$ cat config.mk
export PLATFORM = sky130hd
export DESIGN_NAME = fib_collector
export DESIGN_NICKNAME = d
export VERILOG_FILES = /design/src/rtl/fib_pkg.sv /design/src/rtl/fib_fifo.sv /design/src/rtl/fib_collector.sv
export SDC_FILE = /design/constraint.sdc
export NUM_CORES = 1
export LEC_CHECK = 0
export BUFFER_PORTS_ARGS = -buffer_cell sky130_fd_sc_hd__buf_2
export CAP_MARGIN = 30
export CORE_ASPECT_RATIO = 0.9
export CORE_UTILIZATION = 40
export DETAILED_ROUTE_END_ITERATION = 16
export PLACE_DENSITY = 0.57
export SLEW_MARGIN = 20
export SYNTH_ARGS = -nofsm -noshare
export SYNTH_HDL_FRONTEND = slang
export SYNTH_SLANG_ARGS = --single-unit
$ cat constraint.sdc
create_clock -name clock -period 4.7 [get_ports clock]
set_input_delay 0.47 -clock clock [delete_from_list [all_inputs] [get_ports clock]]
set_output_delay 0.47 -clock clock [all_outputs]
set_load 0.01 [all_outputs]
$ cat src/rtl/fib_pkg.sv
// fib_pkg: shared widths and term type for the Fibonacci stream consumer.
package fib_pkg;
    localparam int FIB_WIDTH      = 6;
    localparam int FIB_FIFO_DEPTH = 8;
    typedef logic [FIB_WIDTH-1:0] term_t;
endpackage

$ cat src/rtl/fib_fifo.sv
// fib_fifo: synchronous FIFO with flush; a push during flush lands in slot 0 of the emptied buffer.
module fib_fifo
    import fib_pkg::*;
#(
    parameter int WIDTH = FIB_WIDTH,
    parameter int DEPTH = FIB_FIFO_DEPTH,
    parameter int CNT_W = $clog2(DEPTH) + 1
) (
    input  logic             clock,
    input  logic             reset,
    input  logic             flush,
    input  logic             push,
    input  logic             pop,
    input  logic [WIDTH-1:0] wdata,
    output logic [WIDTH-1:0] rdata,
    output logic [CNT_W-1:0] level,
    output logic             full,
    output logic             empty
);
    localparam int AW = $clog2(DEPTH);

    logic [WIDTH-1:0] mem [DEPTH];
    logic [AW-1:0]    wp, rp, wa;

    assign wa    = flush ? '0 : wp;
    assign full  = level == CNT_W'(DEPTH);
    assign empty = level == '0;
    assign rdata = empty ? '0 : mem[rp];

    always_ff @(posedge clock) begin
        if (!reset) begin
            wp    <= '0;
            rp    <= '0;
            level <= '0;
        end else if (flush) begin
            wp    <= push ? AW'(1) : '0;
            rp    <= '0;
            level <= push ? CNT_W'(1) : '0;
        end else begin
            if (push) wp <= wp + AW'(1);
            if (pop) rp <= rp + AW'(1);
            level <= level + CNT_W'(push) - CNT_W'(pop);
        end
    end

    always_ff @(posedge clock) begin
        if (reset && push) mem[wa] <= wdata;
    end
endmodule

$ cat src/rtl/fib_collector.sv
// fib_collector: checks a Fibonacci term stream against its recurrence and buffers the terms
// for a valid/ready reader, with sticky overflow/mismatch flags.
module fib_collector
    import fib_pkg::*;
#(
    parameter int WIDTH = FIB_WIDTH,
    parameter int DEPTH = FIB_FIFO_DEPTH,
    parameter int CNT_W = $clog2(DEPTH) + 1
) (
    input  logic             clock,
    input  logic             reset,
    input  logic             gen_start,
    input  logic             fn_valid,
    input  logic [WIDTH-1:0] fn,
    input  logic             rd_ready,
    output logic             rd_valid,
    output logic [WIDTH-1:0] rd_data,
    output logic [CNT_W-1:0] level,
    output logic             full,
    output logic             empty,
    output logic             drop,
    output logic             overflow,
    output logic             mismatch,
    output logic [7:0]       term_idx
);
    logic [WIDTH-1:0] prev1, prev2;
    logic [WIDTH:0]   sum;
    logic             push, pop;

    // gen_start empties the FIFO first, so a simultaneous term is always accepted
    assign push     = fn_valid & (gen_start | ~full);
    assign pop      = rd_valid & rd_ready & ~gen_start;
    assign rd_valid = ~empty;
    assign sum      = {1'b0, prev1} + {1'b0, prev2};

    fib_fifo #(.WIDTH(WIDTH), .DEPTH(DEPTH), .CNT_W(CNT_W)) u_fifo (
        .clock (clock),
        .reset (reset),
        .flush (gen_start),
        .push  (push),
        .pop   (pop),
        .wdata (fn),
        .rdata (rd_data),
        .level (level),
        .full  (full),
        .empty (empty)
    );

    always_ff @(posedge clock) begin
        if (!reset) begin
            prev1    <= '0;
            prev2    <= '0;
            term_idx <= '0;
            overflow <= 1'b0;
            mismatch <= 1'b0;
            drop     <= 1'b0;
        end else if (gen_start) begin
            prev1    <= fn_valid ? fn : '0;
            prev2    <= '0;
            term_idx <= fn_valid ? 8'd1 : 8'd0;
            overflow <= 1'b0;
            mismatch <= 1'b0;
            drop     <= 1'b0;
        end else begin
            drop <= fn_valid & full;
            if (fn_valid) begin
                if (term_idx != 8'd255) term_idx <= term_idx + 8'd1;
                if (term_idx >= 8'd2) begin
                    overflow <= overflow | sum[WIDTH];
                    mismatch <= mismatch | (fn != sum[WIDTH-1:0]);
                end
                if (term_idx != 8'd0) prev2 <= prev1;
                prev1 <= fn;
            end
        end
    end
endmodule

==> qor.yml <==
status: "completed"
drt_first_pass_iters: 4
drive_gt1_frac: 0.199
end_kind: "register"
cts_tree: "yes"
cts_resized: 0
muxShareOfSynthArea: 0.107
postCtsHoldBufs: 0
ant_nets: 0
layout_min_cycle_time_ps: 2660
hpwl_um: 4880
core.rowCount: 33
clk_path_buf_depth: 2
synth_edf_count: 48
async_flop_share: 0
worst_skew_pair.late_latency_ps: 360
die_w_um: 104
clk_pin_slew_ps: 100
yosys.area_share.xor_xnor: 0.0420
fin_worst_skew_ps: 10.6
yosys.area.top_type: "edfxtp_1"
yosysMostFrequentCell: "edfxtp_1"
worstPathArrival_ps: 2880
seq_area_sq_um: 2160
antenna_found_initial: 0
numClockSinks: 84
synth_common_cells: "48 x edfxtp_1, 36 x dfxtp_1, 36 x nor2_1"
grt-ovfl-total: 0
grt_pass1_wl_um: 11700
peakVddDrop_mv: 0.132
cts_root_buf: "clkbuf_8"
vias: 2285
ys_seq_elements: 84
drtIter0Drc: 69
synth_top_area_share: 0.384
fillCellCount: 830
core_sq_um: 9130
start_util: 0.411
route.detailed.drc: 0
hp-class: "input pin to register"
io_pins: 35
tightest_slew_ps: 910
wl_per_cell_um: 15.6
wl_um: 7170
ys.flop_type: "edfxtp_1"
syn_area_per_cell_sq_um: 12.6
start_kind: "register"
synth_cells: 297
grt_pass1_vias: 2255
place_congestion: 0.736
worstPathMaxFanout: 8
fin_crit_sh: 0.566
ys_top_cells_by_area: "edfxtp_1 38%, dfxtp_1 19%, mux4_2 7.2%"
setup_viol: 0
cp.required_ps: 4920
cts_setup_buffers: 0
ys.warnings.count: 0
yosys.area_share.simple: 0.129
maxCapViolCount: 0
dieArea_sq_um: 9770
clock.fmax_mhz: 376
synth_cell_types: 38
track_usage: 0.161
grt_max_degree: 27
slew_headroom: 0.393
synthesis.nets: 327
seq_area_frac_synth: 0.576
hold_violations: 0
synth_top_family_by_area: "simple AND/OR/NAND/NOR gates"
portBuffers: 34
htreeDepth: 3
p_per_area_nw_per_um2: 350
cts_made_buffers: 9
synth_adder_area_share: 0.0674
leakage_nw: 1.56
viasPerCell: 4.98
criticalPathCategory: "register to register"
synth_compound_area_frac: 0.0560
syn_area_sq_um: 3750
rsz0062_at_grt: "false"
tns_ps: 0
syn2layout_area_growth_pct: 13.1
multi_input_area_sq_um: 1510
fin_util: 0.465
fin_nets: 362
drv_slew: 0
die_h_um: 93.9
antenna_cells: 0
[state kept, by name (all words and copies together) (netlist names), named ones only]
| signal | count |
|---|---|
| prev2 | 6 |
| mismatch | 1 |
| u_fifo.mem | 48 |
| u_fifo.level | 4 |
| u_fifo.wp | 3 |
| drop | 1 |
| u_fifo.rp | 3 |
| term_idx | 8 |
| overflow | 1 |
| prev1 | 6 |
[cells in the final DEF, fill, tap and decap left out, drive strengths merged, types with 4 or more instances in the layout]
| cell | n |
|---|---|
| dfxtp | 36 |
| o21ai | 5 |
| xor2 | 12 |
| clkbuf | 9 |
| edfxtp | 48 |
| mux4 | 12 |
| nor2b | 9 |
| nor3b | 7 |
| inv | 14 |
| nand3 | 7 |
| a21boi | 5 |
| a21oi | 15 |
| xnor2 | 6 |
| nand2 | 16 |
| ha | 17 |
| nor3 | 4 |
| buf | 35 |
| mux2i | 13 |
| nor2 | 36 |
| clkinv | 4 |
[critical path, cell delays in order (launching register included)]
cell,delay [ps]
dfxtp_1,340
inv_1,70
ha_1,200
nand2_1,120
clkinv_1,290
nor3b_1,370
ha_1,290
inv_1,60
ha_1,150
inv_1,50
fa_1,370
xor2_1,170
nor2_1,50
[cell type report]
type / count / share of cell area
Sequential cell: 84 / 0.510
Multi-Input combinational cell: 191 / 0.355
Clock buffer: 9 / 0.0292
Timing Repair Buffer: 35 / 0.0419
Inverter: 11 / 0.00973
Tap cell: 122 / 0.0360
Clock inverter: 7 / 0.0186
[per-layer routing]
layer  track usage  vias to the layer above  share of wire
li1              -                     1139              -
met1         0.210                     1103           0.49
met2         0.261                       36           0.47
met3        0.0374                        7          0.030
met4        0.0655                        0          0.015
met5             0                        -              0
[through the flow]
step	instances	setup WS, ps	area, sq um	total power [mW]	hold WS [ps]
3_5_place_dp	443	1970	4040	0.989	443
6_report	459	2040	4240	1.48	407
2_1_floorplan	297	2220	3750	0.931	454
5_1_grt	459	1730	4240	1.55	418
3_3_place_gp	443	2040	4040	0.987	440
4_1_cts	459	1980	4240	1.50	393
[report_power, final]
part / switching (mW) / internal [mW] / total (mW)
logic: 0.0947 / 0.0698 / 0.165
registers: 0.0150 / 0.790 / 0.805
clock network: 0.301 / 0.213 / 0.514
[cell families (layout without fill, tap and decap cells)]
kind of cell,Yosys count,after routing
AOI/OAI and AO/OA,34,34
xor gates and xnor gates,18,18
adders and majority gates,19,19
buffers and inverters,22,62
DFF,84,84
muxes,25,25
and+or+nand+nor,95,95
[final timing paths]
| path | depth (start not counted) | slack [ps] | startpoint | end |
|---|---|---|---|---|
| worst max-delay path | 12 | 2040 | u_fifo.level[2] | u_fifo.level[2] |
| worst min-delay path | 3 | 410 | rd_ready | u_fifo.rp[1] |
| worst max register to register | 12 | 2040 | u_fifo.level[2] | u_fifo.level[2] |
| worst min register to register | 2 | 470 | overflow | overflow |
Note: power is estimated with default switching activity, not from simulation.
